$ cat src/rtl/sram_mp_pkg.sv
// sram_mp_pkg
//   Shared types and helpers for the multi-port SRAM model.
//   - sram_state_e : post-reset FSM states (array clear, then serving requests)
//   - RDW_OLD/NEW  : values of the read-during-write mode parameter
//   - lane_merge   : replaces the byte lanes of a word that are selected by a write mask
package sram_mp_pkg;

    typedef enum logic {ST_CLEAR, ST_READY} sram_state_e;

    localparam int RDW_OLD = 0;
    localparam int RDW_NEW = 1;

    // Widest word lane_merge handles; callers zero-extend into it and truncate the result.
    localparam int MAX_W  = 128;
    localparam int MAX_IW = $clog2(MAX_W);

    // Lane l of the result is new_word's lane l when mask[l] is set, otherwise old_word's.
    function automatic logic [MAX_W-1:0] lane_merge(input logic [MAX_W-1:0] old_word,
                                                    input logic [MAX_W-1:0] new_word,
                                                    input logic [MAX_W-1:0] mask,
                                                    input int               lane_w);
        logic [MAX_W-1:0]  merged;
        logic [MAX_IW-1:0] lane;
        merged = old_word;
        for (int b = 0; b < MAX_W; b++) begin
            lane = MAX_IW'(b / lane_w);
            if (mask[lane]) merged[b] = new_word[b];
        end
        return merged;
    endfunction

endpackage

$ cat src/rtl/sram_mp_memory_if.sv
// sram_mp_memory_if
//   Per-port request/response bundle of the multi-port SRAM.
//   master (requester): drives ce, we, addr, wmask, wdata;
//                       observes rdata, rvalid, init_done, collision.
//   slave  (memory)   : the mirror image.
interface sram_mp_memory_if #(
    parameter int NUM_PORTS = 2,
    parameter int WIDTH     = 16,
    parameter int AW        = 4,
    parameter int NL        = 2
);
    logic [NUM_PORTS-1:0]            ce;
    logic [NUM_PORTS-1:0]            we;
    logic [NUM_PORTS-1:0][AW-1:0]    addr;
    logic [NUM_PORTS-1:0][NL-1:0]    wmask;
    logic [NUM_PORTS-1:0][WIDTH-1:0] wdata;
    logic [NUM_PORTS-1:0][WIDTH-1:0] rdata;
    logic [NUM_PORTS-1:0]            rvalid;
    logic                            init_done;
    logic                            collision;

    modport master (output ce, we, addr, wmask, wdata,
                    input  rdata, rvalid, init_done, collision);
    modport slave  (input  ce, we, addr, wmask, wdata,
                    output rdata, rvalid, init_done, collision);
endinterface

$ cat src/rtl/sram_rd_pipe.sv
// sram_rd_pipe
//   RD_LAT-deep delay line for one port's read result.
//   in_valid/in_data  : word sampled from the array at the accepting edge
//   out_valid         : pulses RD_LAT cycles after the request cycle
//   out_data          : last delivered result; holds between reads
//   Synchronous reset drops every in-flight result and zeroes the data.
module sram_rd_pipe #(
    parameter int WIDTH  = 16,
    parameter int RD_LAT = 1
) (
    input  logic             clk,
    input  logic             rst,
    input  logic             in_valid,
    input  logic [WIDTH-1:0] in_data,
    output logic             out_valid,
    output logic [WIDTH-1:0] out_data
);
    logic [RD_LAT-1:0]            valid_q, valid_d;
    logic [RD_LAT-1:0][WIDTH-1:0] data_q,  data_d;

    // A stage only reloads its data when a valid result moves into it, so the
    // last stage keeps the previous result between reads.
    always_comb begin
        // NOTE: every output of a combinational block gets a default first; a path
        // that leaves one unassigned would infer a latch.
        valid_d = valid_q;
        data_d  = data_q;
        valid_d[0] = in_valid;
        if (in_valid) data_d[0] = in_data;
        for (int s = 1; s < RD_LAT; s++) begin
            valid_d[s] = valid_q[s-1];
            if (valid_q[s-1]) data_d[s] = data_q[s-1];
        end
    end

    always_ff @(posedge clk) begin
        // NOTE: state registers use non-blocking assignments so every flop samples
        // the values from before this edge, independent of statement order.
        if (rst) begin
            valid_q <= '0;
            data_q  <= '0;
        end else begin
            valid_q <= valid_d;
            data_q  <= data_d;
        end
    end

    assign out_valid = valid_q[RD_LAT-1];
    assign out_data  = data_q[RD_LAT-1];
endmodule

$ cat src/rtl/sram_mp_memory.sv
// sram_mp_memory
//   Parametrised N-port SRAM with byte-lane writes, a read-latency pipeline and a
//   post-reset clear sequence.
//   clk, rst : clock and synchronous active-high reset
//   bus      : slave side of sram_mp_memory_if
//              ce/we/addr/wmask/wdata per port in; rdata/rvalid per port out;
//              init_done (array ready), collision (same-address multi-port write seen)
//   Same-address writes resolve per lane: the lowest-index port with the lane set wins.
//   RDW_MODE selects whether a read of an address being written sees old or merged data.
module sram_mp_memory
    import sram_mp_pkg::*;
#(
    parameter int WIDTH      = 16,
    parameter int DEPTH      = 16,
    parameter int NUM_PORTS  = 2,
    parameter int LANE_W     = 8,
    parameter int RD_LAT     = 1,
    parameter int RDW_MODE   = 0,
    parameter int CLEAR_INIT = 1
) (
    input  logic              clk,
    input  logic              rst,
    sram_mp_memory_if.slave   bus
);
    localparam int AW = $clog2(DEPTH);

    sram_state_e     state_q, state_d;
    logic [AW-1:0]   clr_addr_q, clr_addr_d;
    logic            init_done_q, init_done_d;
    logic            collision_q, collision_d;

    logic [WIDTH-1:0] mem [DEPTH];

    logic [NUM_PORTS-1:0]            wr_en, rd_en;
    logic [NUM_PORTS-1:0][WIDTH-1:0] merged_word, rd_word;
    logic [NUM_PORTS-1:0]            pipe_valid;
    logic [NUM_PORTS-1:0][WIDTH-1:0] pipe_data;

    // Clear sequencer: one zero word per cycle, then ready until the next reset.
    always_comb begin
        state_d    = state_q;
        clr_addr_d = clr_addr_q;
        case (state_q)
            ST_CLEAR: begin
                clr_addr_d = clr_addr_q + AW'(1);
                if (clr_addr_q == AW'(DEPTH - 1)) state_d = ST_READY;
            end
            ST_READY: state_d = ST_READY;
        endcase
        init_done_d = (state_d == ST_READY);
    end

    // merged_word[p] is the word at port p's address after every write of this
    // cycle. Writers are applied from the highest port down, so the lowest-index
    // port with a lane set is applied last and owns that lane.
    always_comb begin
        wr_en       = '0;
        rd_en       = '0;
        merged_word = '0;
        rd_word     = '0;
        collision_d = 1'b0;
        for (int p = 0; p < NUM_PORTS; p++) begin
            wr_en[p] = init_done_q & bus.ce[p] &  bus.we[p];
            rd_en[p] = init_done_q & bus.ce[p] & ~bus.we[p];
        end
        for (int p = 0; p < NUM_PORTS; p++) begin
            merged_word[p] = mem[bus.addr[p]];
            for (int q = NUM_PORTS - 1; q >= 0; q--) begin
                if (wr_en[q] && bus.addr[q] == bus.addr[p]) begin
                    merged_word[p] = WIDTH'(lane_merge(MAX_W'(merged_word[p]),
                                                       MAX_W'(bus.wdata[q]),
                                                       MAX_W'(bus.wmask[q]), LANE_W));
                end
            end
            rd_word[p] = (RDW_MODE == RDW_NEW) ? merged_word[p] : mem[bus.addr[p]];
            for (int q = p + 1; q < NUM_PORTS; q++) begin
                if (wr_en[p] && wr_en[q] && bus.addr[p] == bus.addr[q]) collision_d = 1'b1;
            end
        end
    end

    always_ff @(posedge clk) begin
        if (rst) begin
            state_q     <= (CLEAR_INIT != 0) ? ST_CLEAR : ST_READY;
            clr_addr_q  <= '0;
            init_done_q <= 1'b0;
            collision_q <= 1'b0;
        end else begin
            state_q     <= state_d;
            clr_addr_q  <= clr_addr_d;
            init_done_q <= init_done_d;
            collision_q <= collision_d;
        end
    end

    // NOTE: the array has no reset branch; it is zeroed by the clear sequence, which
    // keeps it mappable onto real RAM. Writers sharing an address all store the same
    // merged word, so loop order does not matter here.
    always_ff @(posedge clk) begin
        if (!rst) begin
            if (state_q == ST_CLEAR) begin
                mem[clr_addr_q] <= '0;
            end else begin
                for (int p = 0; p < NUM_PORTS; p++) begin
                    if (wr_en[p]) mem[bus.addr[p]] <= merged_word[p];
                end
            end
        end
    end

    for (genvar p = 0; p < NUM_PORTS; p++) begin : g_rd_pipe
        sram_rd_pipe #(.WIDTH(WIDTH), .RD_LAT(RD_LAT)) u_rd_pipe (
            .clk       (clk),
            .rst       (rst),
            .in_valid  (rd_en[p]),
            .in_data   (rd_word[p]),
            .out_valid (pipe_valid[p]),
            .out_data  (pipe_data[p])
        );
    end

    assign bus.rvalid    = pipe_valid;
    assign bus.rdata     = pipe_data;
    assign bus.init_done = init_done_q;
    assign bus.collision = collision_q;
endmodule

$ cat src/flat_wrapper.sv
// flat-port wrapper written by rule: the top's interface ports become plain ports
module sram_mp_memory_flat import sram_mp_pkg::*;
#(
    parameter int WIDTH      = 16,
    parameter int DEPTH      = 16,
    parameter int NUM_PORTS  = 2,
    parameter int LANE_W     = 8,
    parameter int RD_LAT     = 1,
    parameter int RDW_MODE   = 0,
    parameter int CLEAR_INIT = 1
)
  (clk, rst, bus_ce, bus_we, bus_addr, bus_wmask, bus_wdata, bus_rdata, bus_rvalid, bus_init_done, bus_collision);
  sram_mp_memory_if #(.NUM_PORTS(NUM_PORTS), .WIDTH(WIDTH), .AW(4), .NL(2)) bus_i ();
  input  logic clk;
  input  logic rst;
  input wire logic [$bits(bus_i.ce)-1:0] bus_ce;
  input wire logic [$bits(bus_i.we)-1:0] bus_we;
  input wire logic [$bits(bus_i.addr)-1:0] bus_addr;
  input wire logic [$bits(bus_i.wmask)-1:0] bus_wmask;
  input wire logic [$bits(bus_i.wdata)-1:0] bus_wdata;
  output wire logic [$bits(bus_i.rdata)-1:0] bus_rdata;
  output wire logic [$bits(bus_i.rvalid)-1:0] bus_rvalid;
  output wire logic [$bits(bus_i.init_done)-1:0] bus_init_done;
  output wire logic [$bits(bus_i.collision)-1:0] bus_collision;
  assign bus_i.ce = bus_ce;
  assign bus_i.we = bus_we;
  assign bus_i.addr = bus_addr;
  assign bus_i.wmask = bus_wmask;
  assign bus_i.wdata = bus_wdata;
  assign bus_rdata = bus_i.rdata;
  assign bus_rvalid = bus_i.rvalid;
  assign bus_init_done = bus_i.init_done;
  assign bus_collision = bus_i.collision;
  sram_mp_memory #(.WIDTH(WIDTH), .DEPTH(DEPTH), .NUM_PORTS(NUM_PORTS), .LANE_W(LANE_W), .RD_LAT(RD_LAT), .RDW_MODE(RDW_MODE), .CLEAR_INIT(CLEAR_INIT)) u_core (.clk(clk), .rst(rst), .bus(bus_i));
endmodule
$ cat config.mk
export PLATFORM = sky130hd
export DESIGN_NAME = sram_mp_memory_flat
export DESIGN_NICKNAME = d
export VERILOG_FILES = /design/src/rtl/sram_mp_pkg.sv /design/src/rtl/sram_mp_memory_if.sv /design/src/rtl/sram_rd_pipe.sv /design/src/rtl/sram_mp_memory.sv /design/src/flat_wrapper.sv
export SDC_FILE = /design/constraint.sdc
export NUM_CORES = 1
export LEC_CHECK = 0
export ABC_AREA = 1
export ABC_CLOCK_PERIOD_IN_PS = 3020
export BUFFER_PORTS_ARGS = -buffer_cell sky130_fd_sc_hd__buf_2
export CORE_MARGIN = 1.5
export CORE_UTILIZATION = 45
export CTS_CLUSTER_SIZE = 20
export DETAILED_ROUTE_END_ITERATION = 8
export SYNTH_ARGS = -nofsm -noshare
export SYNTH_HDL_FRONTEND = slang
export SYNTH_SLANG_ARGS = --single-unit
export TNS_END_PERCENT = 10
$ cat constraint.sdc
create_clock -name clk -period 3.02 [get_ports clk]
set_clock_uncertainty 0.2 [all_clocks]
set_input_delay 0.302 -clock clk [delete_from_list [all_inputs] [get_ports clk]]
set_output_delay 0.302 -clock clk [all_outputs]
set_load 0.05 [all_outputs]
==> metrics.cfg, run 1 <==
[synthesis]
synth_edf_count = 256
syn_area_um2 = 19700
yosysSeqAreaShare = 0.431
ys_warn_count = 0
synth_top_area_cell = edfxtp_1
synth_ff_type = edfxtp_1
syn_area_per_cell_um2 = 7.14
netlist.area_leader.share = 0.391
synthTopCellsByCount = 1,092 x nand2_1, 395 x nand3_1, 256 x edfxtp_1, 220 x inv_1, 174 x o21ai_0
syn_inst = 2758
synth-async-reset-ratio = 0
synth_area_leaders = edfxtp_1 39%, nand2_1 21%, nand3_1 10%
synth_most_common_cell = nand2_1
synth-seq-cells = 296
synth_nets = 2809
post_synth_num_cell_types = 36

[placement]
pre_cts_ws_ns = 0.133
dp.cells = 3337
gp_congestion = 0.954
detailed_place.area_um2 = 20700
io_buffers = 85
dp_hpwl_mm = 52.0

[power]
powerDensity_nw_per_um2 = 451
power.total_mw = 9.87
leakage_nw = 10.1
max-vdd-ir-drop_uv = 392

[status]
outcome = finished, final reports clean

[layout]
fin_area_um2 = 21900
drive_gt1_frac = 0.122
layout-area-overhead-vs-synth_pct = 11.3
final_core_utilization = 0.508
nNetsFinal = 2844
fillers = 4269
antenna_cells = 0
layoutNonFillerInstCount = 3404

[clocking]
clockBufferDepth = 3
clk_pin_slew_ns = 0.06
insertion_delay_ns = 0.57
cts-root-buf = clkbuf_16
cts_tree = done
cts.sinks = 296
cts_setup_buffers = 0
ctsHtreeMaxLevel = 2
cts_buffers = 36

[floorplan]
die-area_um2 = 45000
die_h_um = 212
coreArea_um2 = 43100
num_rows = 76
io-pin-count = 86
start_util = 0.457
fp.dieW_um = 212

[global_routing]
grt_max_degree = 73
antenna_found_initial = 0
overflow = 0
first_global_vias = 18700
grt_pass1_wl_mm = 114
grt_usage = 0.345

[timing]
fin_setup_tns_ns = 0
drv_slew = 0
whs_ns = 0.0797
rsz0062_at_grt = false
finalWorstSetupSlack_ns = 0.119
period_share = 0.961
finalSetupViolations = 0
layout_min_cycle_time_ns = 2.90
hold_viol_final = 0
worstMarginPinSlew_ns = 0.715
max_slew_margin = 0.523
fmax_mhz = 345

[setup_path]
cp-start-kind = flip-flop
critPathKind = flip-flop to flip-flop
arrival_ns = 2.96
cp.required_ns = 3.08
crit_path_end_kind = flip-flop
cp_max_fo = 20

[route]
wl_per_cell_um = 22.7
drc_errors = 0
drt_iter0_drc = 2257
vias = 19800
dr.pass1.iters = 6
detail-route-antenna-nets = 0
drt-total-wl_mm = 77.3
viasPerCell = 5.83

[run]
cap_viol_max_count = 0

[hold_path]
hp-class = input pin to flip-flop

flip-flops by register name, summed over array words and instances (netlist names):
signal	cells
u_core.state_q	1
u_core.clr_addr_q	4
u_core.g_rd_pipe.u_rd_pipe.out_valid	2
u_core.bus.collision	1
u_core.mem	256
u_core.g_rd_pipe.u_rd_pipe.out_data	32
kinds of logic (layout without fill, tap and decap cells):
group | after synthesis | after routing | share of synthesized area
AO/OA/AOI/OAI | 385 | 385 | 0.110
XOR/XNOR | 5 | 5 | 0.00261
adder cells (fa/ha/maj) | 1 | 1 | 0.000636
AND/OR/NAND/NOR | 1628 | 1628 | 0.350
flip-flops | 296 | 296 | 0.431
buffers and inverters | 443 | 504 | 0.106
critical path, cell delays in order, from the launching register on:
cell,delay (ns)
dfxtp_1,0.53
nand3_2,0.14
nor2_1,0.18
buf_4,0.31
o21ai_0,0.24
nor3_1,0.40
buf_4,0.20
nand2_1,0.06
nand2_1,0.09
buf_4,0.26
layout by cell type, fill, tap and decap left out, types with 6 or more instances in the layout:
master     count
a21oi_1      103
buf_12        17
buf_2         83
buf_4         92
clkbuf_1       6
clkbuf_16     37
clkinv_1       8
clkinv_2       8
dfxtp_1       40
edfxtp_1     256
inv_1        220
inv_2         22
nand2_1     1092
nand2_2       37
nand3_1      395
nor2_1        63
nor2_2        16
nor2_4         8
o211ai_1      87
o21ai_0      165
o21ai_1       12
o22ai_1       13
where the power goes:
part	internal, mW	switching (mW)
combinational	0.256	0.822
clock	2.52	1.83
sequential	4.43	0.0177
final timing paths:
kind | startpoint | endpoint | slack [ns] | cells past startpoint
worst max-delay path | u_core.state_q | u_core.mem[11][0] | 0.12 | 9
worst min-delay path | bus_ce[1] | u_core.g_rd_pipe[1].u_rd_pipe.out_data[5] | 0.08 | 4
worst min register to register | u_core.clr_addr_q[2] | u_core.state_q | 0.31 | 2
worst max register to register | u_core.state_q | u_core.mem[11][0] | 0.12 | 9
routing by layer:
metal / track usage / wire, um
met5: 0 / 0
met4: 0.201 / 4390
met3: 0.0523 / 7070
met2: 0.558 / 35800
met1: 0.439 / 30000
repair_timing:
action,CTS,global route
hold endpoints to repair,9,0
endpoints found under the setup margin,0,15
hold buffers,3,0
gates resized for setup,0,2
area by class of cell:
type	count	area, um2	share of cell area
Clock inverter	20	171	0.00783
Inverter	244	918	0.0419
Tap cell	585	732	0.0334
Clock buffer	44	962	0.0439
Timing Repair Buffer	196	1490	0.0679
Multi-Input combinational cell	2019	9140	0.417
Sequential cell	296	8490	0.388
Power figures use the tool's default switching activity.
==> inputs of run 2 (changes only) <==
--- a/config.mk
+++ b/config.mk
@@ -8,10 +8,11 @@
 export ABC_AREA = 1
 export ABC_CLOCK_PERIOD_IN_PS = 3020
 export BUFFER_PORTS_ARGS = -buffer_cell sky130_fd_sc_hd__buf_2
-export CORE_MARGIN = 1.5
+export CORE_MARGIN = 2
 export CORE_UTILIZATION = 45
 export CTS_CLUSTER_SIZE = 20
 export DETAILED_ROUTE_END_ITERATION = 8
+export PLACE_DENSITY = 0.62
 export SYNTH_ARGS = -nofsm -noshare
 export SYNTH_HDL_FRONTEND = slang
 export SYNTH_SLANG_ARGS = --single-unit
==> run 2 against run 1 <==
  * First-iteration DRC count is 2.1% higher
  * Largest cell class unchanged
  * Setup slack better by 0.081 ns
  * Fmax is 2.9% higher
  * Critical path type unchanged
  * Register-to-register slack better by 0.08 ns
  * Total power is 2.4% lower
  * Global-route usage is 1.1 points lower
  * Utilization is 0.36 points lower
  * Combinational power hardly changed
  * Count of clock-buffer cells in the layout is 3 higher
  * Via count is 0.75% lower
  * Clock power is 5.5% lower
==> metrics.cfg, run 2 (same netlist as run 1, synthesis figures left out) <==
[setup_path]
critPathSlowestCell = dfxtp_1  ; unchanged
cp_max_fo = 20  ; unchanged
rrSetupSlack_ns = 0.20  ; was 0.12 ns
cp.required_ns = 3.06  ; was 3.08 ns
reg2reg_from = u_core.state_q  ; unchanged
critPathKind = flip-flop to flip-flop  ; unchanged
slowest_delay_ns = 0.51  ; was 0.53 ns
cp-start-kind = flip-flop  ; unchanged
crit_path_end_kind = flip-flop  ; unchanged
path_cells = nand3_2 -> nor2_1 -> buf_4 -> o21ai_0 -> nor2_1 -> nand2_1 -> o21ai_1 -> buf_4  ; was nand3_2 -> nor2_1 -> buf_4 -> o21ai_0 -> nor3_1 -> buf_4 -> nand2_1 -> nand2_1 -> buf_4
arrival_ns = 2.86  ; was 2.96 ns
rr_worst_depth = 8  ; was 9
r2r_end = u_core.mem[2][13]  ; was u_core.mem[11][0]

[power]
intPower_mw = 7.01  ; was 7.20 mW
combPwrFrac = 0.112  ; was 0.109
max-vdd-ir-drop_uv = 386  ; was 392 uV
powerDensity_nw_per_um2 = 442  ; was 451 nW/um2
pwr-share-seq = 0.462  ; was 0.451
power_frac_clock = 0.427  ; was 0.440
switching_share = 0.273  ; was 0.270
net-switching-power_mw = 2.63  ; was 2.67 mW
power.total_mw = 9.63  ; was 9.87 mW
leakage_nw = 10.1  ; about the same

[placement]
pre_cts_ws_ns = 0.0662  ; was 0.133 ns
gp_congestion = 0.988  ; was 0.954
io_buffers = 85  ; unchanged
dp_hpwl_mm = 51.1  ; was 52.0 mm
detailed_place.area_um2 = 20700  ; about the same

[clocking]
cts_tree = done  ; unchanged
cts_buffers = 36  ; unchanged
insertion_delay_ns = 0.57  ; about the same
clockBufferDepth = 3  ; unchanged
clk_pin_slew_ns = 0.06  ; about the same
ctsHtreeMaxLevel = 2  ; unchanged
cts.sinks = 296  ; unchanged
cts_setup_buffers = 0  ; unchanged
cts-root-buf = clkbuf_16  ; unchanged

[hold_path]
hp-class = input pin to flip-flop  ; unchanged
hold_depth = 4  ; unchanged
min-delay-start = bus_ce[1]  ; unchanged
hold_end = u_core.g_rd_pipe[1].u_rd_pipe.out_data[4]  ; was u_core.g_rd_pipe[1].u_rd_pipe.out_data[5]

[global_routing]
overflow = 0  ; unchanged
first_global_vias = 18500  ; was 18,700
grt_max_degree = 84  ; was 73
grt_pass1_wl_mm = 113  ; was 114 mm
antenna_found_initial = 0  ; unchanged
grt_usage = 0.335  ; was 0.345

[route]
drt_iter0_drc = 2305  ; was 2,257
vias = 19700  ; was 19,800
viasPerCell = 5.79  ; was 5.83
drt-total-wl_mm = 75.8  ; was 77.3 mm
wl_per_cell_um = 22.3  ; was 22.7 um
drc_errors = 0  ; unchanged
dr.pass1.iters = 6  ; unchanged
detail-route-antenna-nets = 0  ; unchanged

[layout]
fin_area_um2 = 21800  ; was 21,900 um2
regArea_um2 = 8490  ; unchanged
regMostFlops = u_core.mem  ; unchanged
multi_input_area_um2 = 9140  ; about the same
drive_gt1_frac = 0.117  ; was 0.122
fillers = 4287  ; was 4,269
nNetsFinal = 2841  ; was 2,844
layout_common_cells = 1,092 x nand2_1, 395 x nand3_1, 256 x edfxtp_1  ; unchanged
antenna_cells = 0  ; unchanged
largest_reg_flops = 256  ; unchanged
layout-area-overhead-vs-synth_pct = 10.7  ; was 11.3%
final_common_cell = nand2_1  ; unchanged

[timing]
hold_viol_final = 0  ; unchanged
fin_setup_tns_ns = 0  ; unchanged
rsz0062_at_grt = false  ; unchanged
finalWorstSetupSlack_ns = 0.200  ; was 0.119 ns
drv_slew = 0  ; unchanged
max_slew_margin = 0.552  ; was 0.523
fmax_mhz = 355  ; was 345 MHz
finalSetupViolations = 0  ; unchanged
period_share = 0.934  ; was 0.961
layout_min_cycle_time_ns = 2.82  ; was 2.90 ns
worstMarginPinSlew_ns = 0.671  ; was 0.715 ns

[run]
cap_viol_max_count = 0  ; unchanged

[floorplan]
coreArea_um2 = 43200  ; was 43,100 um2
num_rows = 76  ; unchanged
start_util = 0.456  ; was 0.457
io-pin-count = 86  ; unchanged
die_h_um = 213  ; was 212 um
fp.dieW_um = 213  ; was 212 um
die-area_um2 = 45400  ; was 45,000 um2

[status]
outcome = finished, final reports clean  ; unchanged

-- run 2: cell count changes in the layout (fill, tap and decap cells not counted), sizes merged --
cell / before / now
clkbuf: 44 / 47
clkinv: 16 / 11
inv: 243 / 245
buf: 193 / 190
bufinv: 3 / 1
clkinvlp: 2 / 0
-- run 2: metrics by stage --
stage | utilization | std cells | hold WS (ns)
4_1_cts | 0.505 | 3397 | 0.0618
3_3_place_gp | 0.480 | 3334 | 0.296
3_5_place_dp | 0.480 | 3334 | 0.302
2_1_floorplan | - | 2758 | 0.180
5_1_grt | 0.505 | 3397 | 0.125
6_report | 0.505 | 3397 | 0.0965
-- run 2: routing by layer --
layer | global-route usage | vias up | share of wire
li1 | - | 9121 | -
met1 | 0.434 | 9200 | 0.38
met2 | 0.549 | 1108 | 0.47
met3 | 0.0452 | 255 | 0.097
met4 | 0.167 | 0 | 0.055
met5 | 0 | - | 0
-- run 2: timing repair --
item / 4_1_cts / 5_1_grt
resized for setup: 0 / 1
hold buffers: 3 / 0
endpoints found under the hold margin: 9 / 0
setup endpoints to repair: 0 / 4
-- run 2: worst max path at each step --
stage | end | start
finish | u_core.mem[2][13] | u_core.state_q
global placement | u_core.mem[9][9] | bus_addr[5]
detailed placement | u_core.mem[11][9] | bus_addr[5]
CTS | u_core.mem[4][9] | u_core.state_q
floorplan | u_core.mem[3][0] | u_core.state_q
global route | u_core.mem[11][13] | u_core.state_q
-- run 2: area by class of cell --
type,instances,area share
Sequential cell,296,0.390
Multi-Input combinational cell,2019,0.419
Tap cell,585,0.0336
Inverter,244,0.0421
Clock inverter,13,0.00402
Timing Repair Buffer,193,0.0672
Clock buffer,47,0.0442
-- run 2: worst max-delay path: cells and delay by family (launching register included) --
kind / cells / cell delay (ns)
AO/OA/AOI/OAI: 2 / 0.47
buffers and inverters: 2 / 0.56
flip-flops: 1 / 0.51
AND/OR/NAND/NOR: 4 / 0.76
-- run 2: power by group through the flow --
stage / Clock (mW) / Combinational [mW] / Sequential (mW)
after CTS: 4.12 / 1.06 / 4.45
after global placement: 0 / 1.04 / 4.53
after floorplan: 0 / 0.676 / 4.53
after global routing: 4.27 / 1.14 / 4.45
after detailed placement: 0 / 1.05 / 4.53
final: 4.11 / 1.08 / 4.45
